==> config.mk <==
export PLATFORM = sky130hd
export DESIGN_NAME = imem_program_loader
export DESIGN_NICKNAME = d
export VERILOG_FILES = /design/src/rtl/imem_loader_pkg.sv /design/src/rtl/imem_word_assembler.sv /design/src/rtl/imem_program_loader.sv
export SDC_FILE = /design/constraint.sdc
export NUM_CORES = 1
export LEC_CHECK = 0
export ABC_AREA = 1
export CAP_MARGIN = 20
export CORE_MARGIN = 10
export CORE_UTILIZATION = 45
export CTS_CLUSTER_SIZE = 25
export DETAILED_ROUTE_END_ITERATION = 10
export PLACE_DENSITY = 0.78
export SYNTH_ARGS = -nofsm -noshare
export SYNTH_HDL_FRONTEND = slang
export SYNTH_HIERARCHICAL = 1
export SYNTH_SLANG_ARGS = --single-unit
==> constraint.sdc <==
create_clock -name clk -period 2.8 [get_ports clk]
set_clock_uncertainty 0.05 [all_clocks]
set_input_delay 0.42 -clock clk [delete_from_list [all_inputs] [get_ports clk]]
set_output_delay 0.42 -clock clk [all_outputs]
set_load 0.02 [all_outputs]
==> src/rtl/imem_loader_pkg.sv <==
`default_nettype none
// ============================================================================
//  Module   : imem_loader_pkg
//  Purpose  : Shared types and constants for the instruction-memory program
//             loader: loader state encoding and memory geometry.
//  Ports    : none (package)
//  Revision : 1.0  initial release
// ============================================================================
package imem_loader_pkg;

    // Instruction memory geometry; the address width matches pc[7:2] indexing.
    localparam int IMEM_DEPTH  = 64;
    localparam int IMEM_ADDR_W = 6;

    // Loader sequencing: header byte, payload, checksum, then terminal states.
    typedef enum logic [2:0] {
        S_HDR  = 3'd0,
        S_DATA = 3'd1,
        S_CSUM = 3'd2,
        S_DONE = 3'd3,
        S_ERR  = 3'd4
    } loader_state_t;

endpackage : imem_loader_pkg
`default_nettype wire

==> src/rtl/imem_word_assembler.sv <==
`default_nettype none
// ============================================================================
//  Module   : imem_word_assembler
//  Purpose  : Packs accepted payload bytes little-endian into 32-bit words and
//             emits a registered one-cycle write strobe per completed word.
//  Ports    : clk, rst          - clock, asynchronous active-high reset
//             lane_en           - a payload byte is accepted this cycle
//             byte_data [7:0]   - the payload byte
//             word_addr         - word index the current word belongs to
//             word_done         - lane-3 byte accepted this cycle (comb)
//             wr_en             - one-cycle memory write strobe (registered)
//             wr_addr, wr_data  - registered write address / data
//  Revision : 1.0  initial release
// ============================================================================
module imem_word_assembler
    import imem_loader_pkg::*;
#(
    parameter int ADDR_W = IMEM_ADDR_W
) (
    input  logic              clk,
    input  logic              rst,
    input  logic              lane_en,
    input  logic [7:0]        byte_data,
    input  logic [ADDR_W-1:0] word_addr,
    output logic              word_done,
    output logic              wr_en,
    output logic [ADDR_W-1:0] wr_addr,
    output logic [31:0]       wr_data
);

    logic [1:0]  r_lane;
    logic [31:0] r_partial;
    logic [31:0] w_word;
    logic        r_wr_en;
    logic [ADDR_W-1:0] r_wr_addr;
    logic [31:0] r_wr_data;

    // The incoming byte merged into the partial word. On the lane-3 byte this
    // is the complete word, which is registered straight into the write port
    // so back-to-back bytes never stall behind a write.
    always_comb begin
        w_word = r_partial;
        w_word[8*r_lane +: 8] = byte_data;
    end

    assign word_done = lane_en && (r_lane == 2'd3);

    always_ff @(posedge clk or posedge rst) begin
        if (rst) begin
            r_lane    <= 2'd0;
            r_partial <= 32'd0;
            r_wr_en   <= 1'b0;
            r_wr_addr <= '0;
            r_wr_data <= 32'd0;
        end else begin
            r_wr_en <= word_done;
            if (lane_en) begin
                r_lane    <= r_lane + 2'd1;
                r_partial <= w_word;
            end
            if (word_done) begin
                r_wr_addr <= word_addr;
                r_wr_data <= w_word;
            end
        end
    end

    assign wr_en   = r_wr_en;
    assign wr_addr = r_wr_addr;
    assign wr_data = r_wr_data;

endmodule : imem_word_assembler
`default_nettype wire

==> src/rtl/imem_program_loader.sv <==
`default_nettype none
// ============================================================================
//  Module   : imem_program_loader
//  Purpose  : Receives an image (N, 4*N payload bytes, XOR checksum) over a
//             valid/ready byte link, writes it into instruction memory and
//             holds the CPU in reset until the image is verified.
//  Ports    : clk, rst          - clock, asynchronous active-high reset
//             byte_valid/ready  - byte link handshake
//             byte_data [7:0]   - incoming byte
//             wr_en/addr/data   - instruction-memory word-write port
//             cpu_hold          - CPU reset hold, released on success
//             done / error      - image verified / image rejected
//  Revision : 1.0  initial release
// ============================================================================
module imem_program_loader
    import imem_loader_pkg::*;
#(
    parameter int DEPTH  = IMEM_DEPTH,
    parameter int ADDR_W = IMEM_ADDR_W
) (
    input  logic              clk,
    input  logic              rst,
    input  logic              byte_valid,
    input  logic [7:0]        byte_data,
    output logic              byte_ready,
    output logic              wr_en,
    output logic [ADDR_W-1:0] wr_addr,
    output logic [31:0]       wr_data,
    output logic              cpu_hold,
    output logic              done,
    output logic              error
);

    localparam logic [8:0] C_DEPTH = 9'(DEPTH);

    loader_state_t     r_state;
    loader_state_t     w_state_next;
    logic [7:0]        r_csum;
    logic [ADDR_W-1:0] r_word_idx;
    logic [ADDR_W-1:0] r_last_idx;
    logic              w_xfer;
    logic              w_lane_en;
    logic              w_word_done;
    logic              w_hdr_bad;

    assign byte_ready = (r_state == S_HDR) || (r_state == S_DATA) || (r_state == S_CSUM);
    assign w_xfer     = byte_valid && byte_ready;
    assign w_lane_en  = w_xfer && (r_state == S_DATA);
    assign w_hdr_bad  = ({1'b0, byte_data} > C_DEPTH);

    // ---------------------------------------------------------------- FSM
    always_ff @(posedge clk or posedge rst) begin
        if (rst) begin
            r_state <= S_HDR;
        end else begin
            r_state <= w_state_next;
        end
    end

    always_comb begin
        w_state_next = r_state;
        case (r_state)
            S_HDR: begin
                if (w_xfer) begin
                    if (w_hdr_bad) begin
                        w_state_next = S_ERR;
                    end else if (byte_data == 8'd0) begin
                        w_state_next = S_CSUM;
                    end else begin
                        w_state_next = S_DATA;
                    end
                end
            end
            S_DATA: begin
                if (w_word_done && (r_word_idx == r_last_idx)) begin
                    w_state_next = S_CSUM;
                end
            end
            S_CSUM: begin
                if (w_xfer) begin
                    w_state_next = (byte_data == r_csum) ? S_DONE : S_ERR;
                end
            end
            default: w_state_next = r_state;
        endcase
    end

    // ----------------------------------------------- header / checksum / index
    // N itself is not kept; only the index of the last word is needed, which
    // is N-1 and therefore always fits the word-address width for N <= DEPTH.
    always_ff @(posedge clk or posedge rst) begin
        if (rst) begin
            r_csum     <= 8'd0;
            r_word_idx <= '0;
            r_last_idx <= '0;
        end else if (w_xfer) begin
            if (r_state == S_HDR) begin
                r_csum     <= byte_data;
                r_word_idx <= '0;
                r_last_idx <= ADDR_W'(byte_data - 8'd1);
            end else if (r_state == S_DATA) begin
                r_csum <= r_csum ^ byte_data;
                if (w_word_done) begin
                    r_word_idx <= r_word_idx + 1'b1;
                end
            end
        end
    end

    imem_word_assembler #(
        .ADDR_W (ADDR_W)
    ) u_assembler (
        .clk       (clk),
        .rst       (rst),
        .lane_en   (w_lane_en),
        .byte_data (byte_data),
        .word_addr (r_word_idx),
        .word_done (w_word_done),
        .wr_en     (wr_en),
        .wr_addr   (wr_addr),
        .wr_data   (wr_data)
    );

    // Status follows the state register directly, so an asynchronous reset
    // restores it immediately and done/error are mutually exclusive by design.
    assign done     = (r_state == S_DONE);
    assign error    = (r_state == S_ERR);
    assign cpu_hold = (r_state != S_DONE);

endmodule : imem_program_loader
`default_nettype wire

==> summary.txt, run 1 <==
Worst setup SP type - flop
WL final - 10900 µm
1st-pass router iterations - 5
Die Ht - 121 µm
Slew Limit Fails - 0
Initial antenna violation count - 0
# hold bufs at CTS - 0
Setup TNS - 0 ps
Grt ovf - 0
Number of global-route vias before repair - 3938
Post-synth top cells - nand2_1, dfrtp_1, inv_1
# rows - 36
P_leak - 2.89 nW
# IOs - 54
Share of layout cells above drive strength 1 - 5.26%
Via count - 3974
Initial drt markers - 370
Post-Syn Nets - 629
Inserted Clock Buffers - 9
DP HPWL - 7660 µm
Share of Yosys cell area claimed by the top area cell type - 48.3%
Initial Util - 46.5%
Cells resized by post-CTS repair - 0
Worst slew pin tran - 877 ps
CTS H-Tree Depth - 3
Max Cap Violations - 0
Synth warn - 6
Ys async rst share - 100%
Core box area - 9820 µm²
Layout area overhead - 17.1%
Clock-pin slew on the worst setup and hold paths - 90 ps
Number of synthesized flops with an enable pin - 0
Final setup fails - 0
Gr usage total - 15.3%
Die W - 121 µm
Ys flop type - dfrtp_1
Worst hold slack - 287 ps
Run status - finished, final reports clean
Final period util - 83.8%
Seq/Total Area, Yosys - 48.3%
Fin nets - 680
Ant diodes - 0
Worst slew margin - 41.5%
Max Freq - 426 MHz
Avg Cell Area, Syn - 7.48 µm²
Largest net degree at the start of global routing - 56
PD cells - 414 nW/µm²
First-pass GRT wire length - 18500 µm
PortBufs - 53
CP endpoint kind - primary output
Reg area - 2200 µm²
Crit path kind - reg2out
Clk sink count - 88
Final worst path period need - 2350 ps
Final hold viol count - 0
Most frequent cell after synthesis - nand2_1
Synthesized instance count - 610
Fillers - 965
#FFs+latches synth - 88
Synthesized area - 4560 µm²
Vias/cell - 4.98
RSZ-0062 raised after global routing - no
DIE AREA - 14600 µm²
CTS tree - done
Mean routed wirelength per cell - 13.6 µm
CTS Root Cell - clkbuf_8
Multi-input gate area - 2000 µm²
Critical Path AT - 1880 ps
Post-synth cell types - 31
DRC - 0
Dominant cells by area after synthesis - dfrtp_1, nand2_1, inv_1
Antenna Violating Nets Remaining - 0
Post-synth top area cell - dfrtp_1
CP required - 2330 ps
Worst-skew pair later-pin latency - 360 ps
Post-CTS Setup Repair Bufs - 0
Gpl congestion - 0.859
Tightest Hold Check Type - in2async
Crit path max fanout - 5
Peak supply drop - 0.226 mV
Buffers from clock root to sink, at most - 2
sequential cells by signal, indices dropped and copies added, names as in the netlist:
register               count
r_csum                     8
r_last_idx                 6
r_state                    3
r_word_idx                 6
u_assembler/r_lane         2
u_assembler/r_partial     24
u_assembler/wr_addr        6
u_assembler/wr_data       32
u_assembler/wr_en          1
worst paths after layout:
check | from | end | cells past startpoint | slack (ps)
max | r_state[0]$_DFFE_PP0P_ | done | 3 | 450
min | rst | u_assembler/wr_addr[0]$_DFFE_PP0P_ | 2 | 290
max reg2reg | r_state[1]$_DFFE_PP0P_ | r_word_idx[3]$_DFFE_PP0P_ | 10 | 750
min reg2reg | u_assembler/wr_data[0]$_DFFE_PP0P_ | u_assembler/wr_data[0]$_DFFE_PP0P_ | 2 | 430
max in group asynchronous | rst | r_last_idx[3]$_DFFE_PP0P_ | 2 | 1610
min in group clk | u_assembler/wr_data[0]$_DFFE_PP0P_ | u_assembler/wr_data[0]$_DFFE_PP0P_ | 2 | 430
layout make-up:
type                       count  area share (%)
clock inverter                 3           0.328
multi-input combinational    447            37.4
tap                          133            3.12
timing repair buffer          59            11.0
sequential                    88            41.2
clock buffer                  12            2.91
inverter                      56            4.03
stage by stage:
stage                     instances  worst slack [ps]  total power, W  utilization (%)  cell area, µm²
after floorplan                 610               704         0.00138                -            4560
after global placement          783               474         0.00143             52.6            5170
after detailed placement        783               321         0.00143             52.6            5170
after CTS                       798               449         0.00223             54.4            5340
after global routing            798               313         0.00230             54.4            5340
final                           798               452         0.00221             54.4            5340
worst max-delay path, stage by stage (launching register included):
cell,delay (ps)
dfrtp_1,430
inv_1,120
nor3_1,290
clkdlybuf4s50_1,680
cell families after synthesis:
group,count (synthesis),share of synthesized area [%]
simple gates,402,35.8
flops,88,48.3
xor+xnor,18,3.46
fa+ha+maj,8,2.19
compound gates,19,2.33
buf+inv,75,7.98
per-layer routing:
| metal | vias to the layer above | track usage [%] | wire length, µm |
|---|---|---|---|
| li1 | 1950 | - | - |
| met1 | 1911 | 18.8 | 4720 |
| met2 | 101 | 25.2 | 5360 |
| met3 | 12 | 4.70 | 653 |
| met4 | 0 | 4.90 | 136 |
| met5 | - | 0 | 0 |
layout by cell type, fill, tap and decap left out, drive strengths merged, types with 4 or more instances in the layout:
cell,count
a21oi,6
clkinv,4
inv,54
clkdlybuf4s50,53
nand4,11
o21ai,13
ha,8
nor3,7
buf,6
xnor2,10
clkbuf,12
xor2,8
nor2,40
nand3,29
nand2,313
dfrtp,88
power by group:
part,leakage (nW),internal (W),total [W],switching [W]
clock network,0.0882,0.000364,0.000807,0.000443
registers,1.18,0.00128,0.00128,0.00000693
logic,1.63,0.0000384,0.000118,0.0000800
total,2.89,0.00168,0.00221,0.000530
(Power assumes the default switching activity.)
==> inputs of run 2 (changes only) <==
--- a/config.mk
+++ b/config.mk
@@ -11,7 +11,7 @@
 export CORE_UTILIZATION = 45
 export CTS_CLUSTER_SIZE = 25
 export DETAILED_ROUTE_END_ITERATION = 10
-export PLACE_DENSITY = 0.78
+export PLACE_DENSITY = 0.81
 export SYNTH_ARGS = -nofsm -noshare
 export SYNTH_HDL_FRONTEND = slang
 export SYNTH_HIERARCHICAL = 1
==> constraint.sdc (replaced) <==
create_clock -name clk -period 1.9 [get_ports clk]
set_clock_uncertainty 0.05 [all_clocks]
set_input_delay 0.285 -clock clk [delete_from_list [all_inputs] [get_ports clk]]
set_output_delay 0.285 -clock clk [all_outputs]
set_load 0.02 [all_outputs]
==> run 2 against run 1 <==
  * Non-clock buffer count is 31 higher
  * Via count increased by 2.9%
  * Combinational power grew 72%
  * Sequential share of layout area is 1.8 points lower
  * Register-to-register slack got worse by 630 ps
  * Clock power increased by 41%
  * Flip-flop and latch count unchanged
  * Wire length up 0.43%
  * Final cell count is 4.0% higher
  * Hold slack worse by 81 ps
  * Critical path type unchanged
  * Highest routed layer unchanged
==> summary.txt, run 2 (synthesis gave the netlist of run 1 again) <==
Worst path top cell family by delay - buffers and inverters (unchanged)
Crit path max fanout - 4 (was 5)
CP required - 1560 ps (was 2330 ps)
CP peak stage delay - 410 ps (was 680 ps)
CP cell instances - inv_1 -> nor3_2 -> inv_1 -> dlygate4sd2_1 (was inv_1 -> nor3_1 -> clkdlybuf4s50_1)
Inserted Clock Buffers - 9 (unchanged)
Tightest Hold Check Type - in2async (unchanged)
Initial drt markers - 282 (was 370)
Peak supply drop - 0.309 mV (was 0.226 mV)
Crit path kind - reg2out (unchanged)
PortBufs - 53 (unchanged)
Via count - 4089 (was 3974)
Max Freq - 561 MHz
CP most frequent cell - inv_1
Multi-input gate area - 2010 µm² (was 2000 µm²)
Number of global-route vias before repair - 4078 (was 3938)
Antenna Violating Nets Remaining - 0 (unchanged)
DRC - 0 (unchanged)
Most frequent cells in the layout - nand2_1, dfrtp_1, inv_1 (was nand2_1, dfrtp_1, clkdlybuf4s50_1)
Buffers and inverters on the worst path - 3 (was 2)
Worst slew pin tran - 411 ps (was 877 ps)
Final worst path period need - 1780 ps
Core box area - 9820 µm² (unchanged)
Clock-pin slew on the worst setup and hold paths - 80 ps (was 90 ps)
CP endpoint kind - primary output (unchanged)
Share of layout cells above drive strength 1 - 10.8% (was 5.26%)
# IOs - 54 (unchanged)
Ant diodes - 0 (unchanged)
Final hold viol count - 0 (unchanged)
Die Ht - 121 µm (unchanged)
Initial Util - 46.5% (unchanged)
Reg area - 2210 µm² (was 2200 µm²)
PD cells - 578 nW/µm² (was 414 nW/µm²)
Largest net degree at the start of global routing - 39 (was 56)
Fin nets - 711 (was 680)
Mean routed wirelength per cell - 13.2 µm (was 13.6 µm)
Worst-skew pair later-pin latency - 370 ps (was 360 ps)
Final period util - 93.8%
Vias/cell - 4.93 (was 4.98)
DP HPWL - 8090 µm (was 7660 µm)
RSZ-0062 raised after global routing - no (unchanged)
Most common cell after layout, fill and taps aside - nand2_1 (unchanged)
# rows - 36 (unchanged)
Die W - 121 µm (unchanged)
Max reg flops - 32 (unchanged)
Critical Path AT - 1450 ps (was 1880 ps)
Fillers - 909 (was 965)
1st-pass router iterations - 5 (unchanged)
Buffers from clock root to sink, at most - 2 (unchanged)
P_leak - 3.05 nW (was 2.89 nW)
Worst slew margin - 72.6% (was 41.5%)
Initial antenna violation count - 0 (unchanged)
CTS tree - done (unchanged)
Run status - finished, final reports clean (unchanged)
CTS H-Tree Depth - 3 (unchanged)
Clk sink count - 88 (unchanged)
DIE AREA - 14600 µm² (unchanged)
Layout area overhead - 22.7% (was 17.1%)
Worst setup SP type - flop (unchanged)
Max Cap Violations - 0 (unchanged)
Final setup fails - 0 (unchanged)
First-pass GRT wire length - 18900 µm (was 18500 µm)
Gr usage total - 15.7% (was 15.3%)
Worst hold slack - 205 ps (was 287 ps)
Grt ovf - 0 (unchanged)
CTS Root Cell - clkbuf_8 (unchanged)
Slew Limit Fails - 0 (unchanged)
Gpl congestion - 0.900 (was 0.859)
Slowest CP cell - dfrtp_1 (was clkdlybuf4s50_1)
Total power - 0.00323 W (was 0.00221 W)
WL final - 10900 µm (about the same)
run 2: metal layers:
layer	routed length, µm	track usage [%]	vias up	share of wire, %
li1	-	-	2019	-
met1	4680	18.8	1928	43
met2	5320	25.9	118	49
met3	580	3.26	24	5.3
met4	334	8.60	0	3.1
met5	0	0	-	0
run 2: path summary, 6_finish.rpt:
kind,startpoint,end,slack [ps],cells past startpoint
min in group clk,u_assembler/wr_data[6]$_DFFE_PP0P_,u_assembler/wr_data[6]$_DFFE_PP0P_,430,2
hold / removal,rst,u_assembler/wr_en$_DFF_PP0_,210,2
max in group asynchronous,rst,u_assembler/r_partial[19]$_DFFE_PP0P_,1150,3
setup reg to reg,r_state[2]$_DFFE_PP0P_,r_word_idx[4]$_DFFE_PP0P_,120,11
setup / recovery,r_state[0]$_DFFE_PP0P_,cpu_hold,120,4
hold reg to reg,u_assembler/wr_data[6]$_DFFE_PP0P_,u_assembler/wr_data[6]$_DFFE_PP0P_,430,2
run 2: power breakdown:
part / internal [W] / switching (W)
logic: 0.0000794 / 0.000123
clock network: 0.000503 / 0.000633
registers: 0.00188 / 0.0000103
total: 0.00247 / 0.000767
run 2: layout make-up:
class | count | area share, %
repair buffers | 90 | 14.7
multi-input cells | 447 | 36.0
inverters | 56 | 3.91
clock inverters | 4 | 0.358
clock buffers | 12 | 2.59
flip-flops and latches | 88 | 39.4
well taps | 133 | 2.97
run 2: stage by stage:
step	instances	setup TNS (ps)	area, µm²	util, %	setup slack, ps
detailed placement	809	-340	5380	54.8	-92.0
global placement	809	-63.2	5380	54.8	-36.3
floorplan	610	0	4570	-	1.32
finish	830	0	5600	57.0	117
CTS	827	0	5560	56.6	13.6
global route	830	0	5600	57.0	0.628
run 2: what timing repair did:
item | in CTS | in global routing
endpoints found under the setup margin | 4 | 25
setup buffers | 2 | 3
resized for setup | 6 | 8
pin swaps | 0 | 2
hold buffers | 0 | 0
==> inputs of run 3 (changes only) <==
--- a/config.mk
+++ b/config.mk
@@ -5,13 +5,13 @@
 export SDC_FILE = /design/constraint.sdc
 export NUM_CORES = 1
 export LEC_CHECK = 0
-export ABC_AREA = 1
+export ABC_CLOCK_PERIOD_IN_PS = 1900
 export CAP_MARGIN = 20
 export CORE_MARGIN = 10
 export CORE_UTILIZATION = 45
 export CTS_CLUSTER_SIZE = 25
 export DETAILED_ROUTE_END_ITERATION = 10
-export PLACE_DENSITY = 0.81
+export PLACE_DENSITY = 0.82
 export SYNTH_ARGS = -nofsm -noshare
 export SYNTH_HDL_FRONTEND = slang
 export SYNTH_HIERARCHICAL = 1
==> constraint.sdc (replaced) <==
create_clock -name clk -period 1.9 [get_ports clk]
set_clock_uncertainty 0.05 [all_clocks]
set_input_delay 0.285 -clock clk [delete_from_list [all_inputs] [get_ports clk]]
set_output_delay 0.285 -clock clk [all_outputs]
set_load 0.05 [all_outputs]
==> run 3 against run 2 <==
  * Die area fell by 7.3%
  * Clock power rose by 28%
  * Flip-flop and latch count did not move
  * Final area fell by 2.7%
  * Register-to-register slack got worse by 97 ps
  * Utilization rose by 2.8 points
  * Synthesized area fell by 8.7%
  * Global-route usage barely moved
  * Clock-buffer cell count fell by 2
  * Wire length fell by 4.9%
  * Setup slack got worse by 110 ps
  * Largest power group is now combinational logic
==> summary.txt, run 3 <==
Cells on worst reg2reg path - 8 (was 11)
Buffers from clock root to sink, at most - 2 (unchanged)
# hold bufs at CTS - 0 (unchanged)
Max Cap Violations - 0 (unchanged)
Number of global-route vias before repair - 3339 (was 4078)
First-pass GRT wire length - 16800 µm (was 18900 µm)
DIE AREA - 13500 µm² (was 14600 µm²)
Layout area overhead - 30.8% (was 22.7%)
Inserted Clock Buffers - 9 (unchanged)
PD cells - 1650 nW/µm² (was 578 nW/µm²)
Post-route insts no fill - 590 (was 830)
Slew Limit Fails - 0 (unchanged)
Post-synth top cells - dfrtp_1, nand2_1, a22o_1 (was nand2_1, dfrtp_1, inv_1)
Ant diodes - 0 (unchanged)
Via count - 3365 (was 4089)
Pint - 0.00512 W (was 0.00247 W)
Final worst path period need - 1890 ps (was 1780 ps)
Clk sink count - 88 (unchanged)
Ys flop type - dfrtp_1 (unchanged)
Worst slew pin tran - 523 ps (was 411 ps)
R2R Setup Slk - 20 ps (was 120 ps)
CP endpoint kind - flop (was primary output)
Sw Ratio - 43.1% (was 23.7%)
Vias/cell - 5.70 (was 4.93)
CTS H-Tree Depth - 3 (unchanged)
Core box area - 9110 µm² (was 9820 µm²)
Initial antenna violation count - 0 (unchanged)
Most frequent cell after synthesis - dfrtp_1 (was nand2_1)
Antenna Violating Nets Remaining - 0 (unchanged)
CP peak stage delay - 480 ps (was 410 ps)
WL final - 10400 µm (was 10900 µm)
Die Ht - 116 µm (was 121 µm)
#FFs+latches synth - 88 (unchanged)
Die W - 116 µm (was 121 µm)
Share of Yosys cell area claimed by the top area cell type - 52.9% (was 48.3%)
Critical R2R Capture - r_state[2]$_DFFE_PP0P_ (was r_word_idx[4]$_DFFE_PP0P_)
Post-layout worst setup margin - 6.16 ps (was 117 ps)
CTS tree - done (unchanged)
CTS Root Cell - clkbuf_8 (unchanged)
PortBufs - 53 (unchanged)
RSZ-0062 raised after global routing - yes (was no)
Post-synth top area cell - dfrtp_1 (unchanged)
Seq/Total Area, Yosys - 52.9% (was 48.3%)
Number of synthesized flops with an enable pin - 0 (unchanged)
DP HPWL - 7130 µm (was 8090 µm)
Post-Syn Nets - 413 (was 629)
Mean routed wirelength per cell - 17.6 µm (was 13.2 µm)
CP required - 2140 ps (was 1560 ps)
Worst slew margin - 65.1% (was 72.6%)
Run status - finished, final reports clean (unchanged)
Most common cell after layout, fill and taps aside - dfrtp_1 (was nand2_1)
Slowest CP cell - clkdlybuf4s50_1 (was dfrtp_1)
Ys async rst share - 100% (unchanged)
Synth warn - 6 (unchanged)
Placed cell count - 565 (was 809)
Post-synth cell types - 42 (was 31)
Largest net degree at the start of global routing - 66 (was 39)
Crit path kind - in2reg (was reg2out)
# IOs - 54 (unchanged)
R2r startpoint - r_state[1]$_DFFE_PP0P_ (was r_state[2]$_DFFE_PP0P_)
Synthesized instance count - 394 (was 610)
Switching pwr - 0.00388 W (was 0.000767 W)
CP cell instances - clkdlybuf4s50_1 -> or3b_4 -> nor2_4 -> nand2_4 -> inv_6 -> nand4_1 -> o31ai_4 -> buf_4 -> a21o_1 (was inv_1 -> nor3_2 -> inv_1 -> dlygate4sd2_1)
Clock-pin slew on the worst setup and hold paths - 90 ps (was 80 ps)
Crit path max fanout - 4 (unchanged)
Pre-CTS setup slack - -513 ps (was -92.0 ps)
DRC - 0 (unchanged)
1st-pass router iterations - 5 (unchanged)
Fin nets - 493 (was 711)
Peak supply drop - 0.617 mV (was 0.309 mV)
Share of layout cells above drive strength 1 - 20.5% (was 10.8%)
# rows - 35 (was 36)
Final hold viol count - 0 (unchanged)
Final Core Density - 59.8% (was 57.0%)
P_leak - 2.76 nW (was 3.05 nW)
Final setup fails - 0 (unchanged)
Final period util - 99.7% (was 93.8%)
Total power - 0.00900 W (was 0.00323 W)
Dominant cells by area after synthesis - dfrtp_1, a22o_1, nand2_1 (was dfrtp_1, nand2_1, inv_1)
Initial Util - 45.7% (was 46.5%)
Max Freq - 528 MHz (was 561 MHz)
Fillers - 708 (was 909)
Gpl congestion - 0.861 (was 0.900)
Initial drt markers - 333 (was 282)
Critical Path AT - 2130 ps (was 1450 ps)
Most frequent cells in the layout - dfrtp_1, nand2_1, buf_4 (was nand2_1, dfrtp_1, inv_1)
Grt ovf - 0 (unchanged)
Max reg flops - 32 (unchanged)
Gr usage total - 15.7% (about the same)
Clock share of power - 16.2% (was 35.1%)
Reg area - 2200 µm² (was 2210 µm²)
Sequential Power Share - 34.5% (was 58.6%)
Worst setup SP type - input port (was flop)
Logic pwr share - 49.3% (was 6.3%)
Worst-skew pair later-pin latency - 350 ps (was 370 ps)
Avg Cell Area, Syn - 10.6 µm² (was 7.48 µm²)
Multi-input gate area - 1820 µm² (was 2010 µm²)
Synthesized area - 4160 µm² (was 4560 µm²)
Tightest Hold Check Type - in2async (unchanged)
-- run 3: layer usage --
metal | global-route usage [%] | wire length, µm
met5 | 0 | 0
met4 | 7.42 | 208
met1 | 19.5 | 4440
met3 | 3.54 | 612
met2 | 25.3 | 5120
-- run 3: worst max path at each step --
| stage | start | to | slack [ps] | depth (start not counted) |
|---|---|---|---|---|
| 6_report | byte_valid | r_state[2]$_DFFE_PP0P_ | 6 | 9 |
| 3_3_place_gp | byte_valid | r_state[1]$_DFFE_PP0P_ | -410 | 9 |
| 3_5_place_dp | byte_valid | r_state[1]$_DFFE_PP0P_ | -510 | 9 |
| 2_1_floorplan | r_state[2]$_DFFE_PP0P_ | r_word_idx[5]$_DFFE_PP0P_ | -230 | 11 |
| 4_1_cts | r_state[2]$_DFFE_PP0P_ | r_state[2]$_DFFE_PP0P_ | 1 | 8 |
| 5_1_grt | r_state[1]$_DFFE_PP0P_ | r_state[2]$_DFFE_PP0P_ | -50 | 8 |
-- run 3: power groups by stage --
| stage | Sequential (W) | Clock (W) | Combinational (W) |
|---|---|---|---|
| floorplan | 0.00408 | 0 | 0.00201 |
| global placement | 0.00309 | 0 | 0.00425 |
| detailed placement | 0.00313 | 0 | 0.00437 |
| CTS | 0.00310 | 0.00148 | 0.00439 |
| global route | 0.00320 | 0.00157 | 0.00477 |
| finish | 0.00311 | 0.00146 | 0.00444 |
-- run 3: final cells by class --
type	instances	area share [%]
flip-flops and latches	88	40.5
multi-input cells	264	33.5
repair buffers	97	18.1
well taps	111	2.55
clock buffers	10	2.53
clock inverters	6	1.65
inverters	14	1.22
-- run 3: worst max-delay path, delay by kind of cell --
kind | cells | cell delay [ps]
and+or+nand+nor | 4 | 740
AOI/OAI and AO/OA | 2 | 380
buffers and inverters | 3 | 730
-- run 3: metrics by stage --
step | hold slack, ps | TNS [ps] | cell area (µm²)
after floorplan | 237 | -1620 | 4220
after global placement | 411 | -22620 | 5050
after detailed placement | 414 | -27530 | 5050
after CTS | 302 | 0 | 5300
after global routing | 335 | -366 | 5450
final | 306 | 0 | 5450
-- run 3: kinds of logic (layout without fill, tap and decap cells) --
family          count (synthesis)  in the layout  share of synthesized area, %
simple gates                  138            138                          17.3
flops                          88             88                          52.9
compound gates                 84             84                          15.7
mux                             2              2                         0.541
buf+inv                        42            127                          4.42
fa+ha+maj                       8              8                          2.40
xor+xnor                       32             32                          6.73
-- run 3: repair_timing --
item / in CTS / in global routing
buffers inserted: 2 / 6
resized for setup: 5 / 28
cloned: 0 / 1
endpoints found under the setup margin: 62 / 46
pin swaps: 1 / 7
hold endpoints to repair: 0 / 0
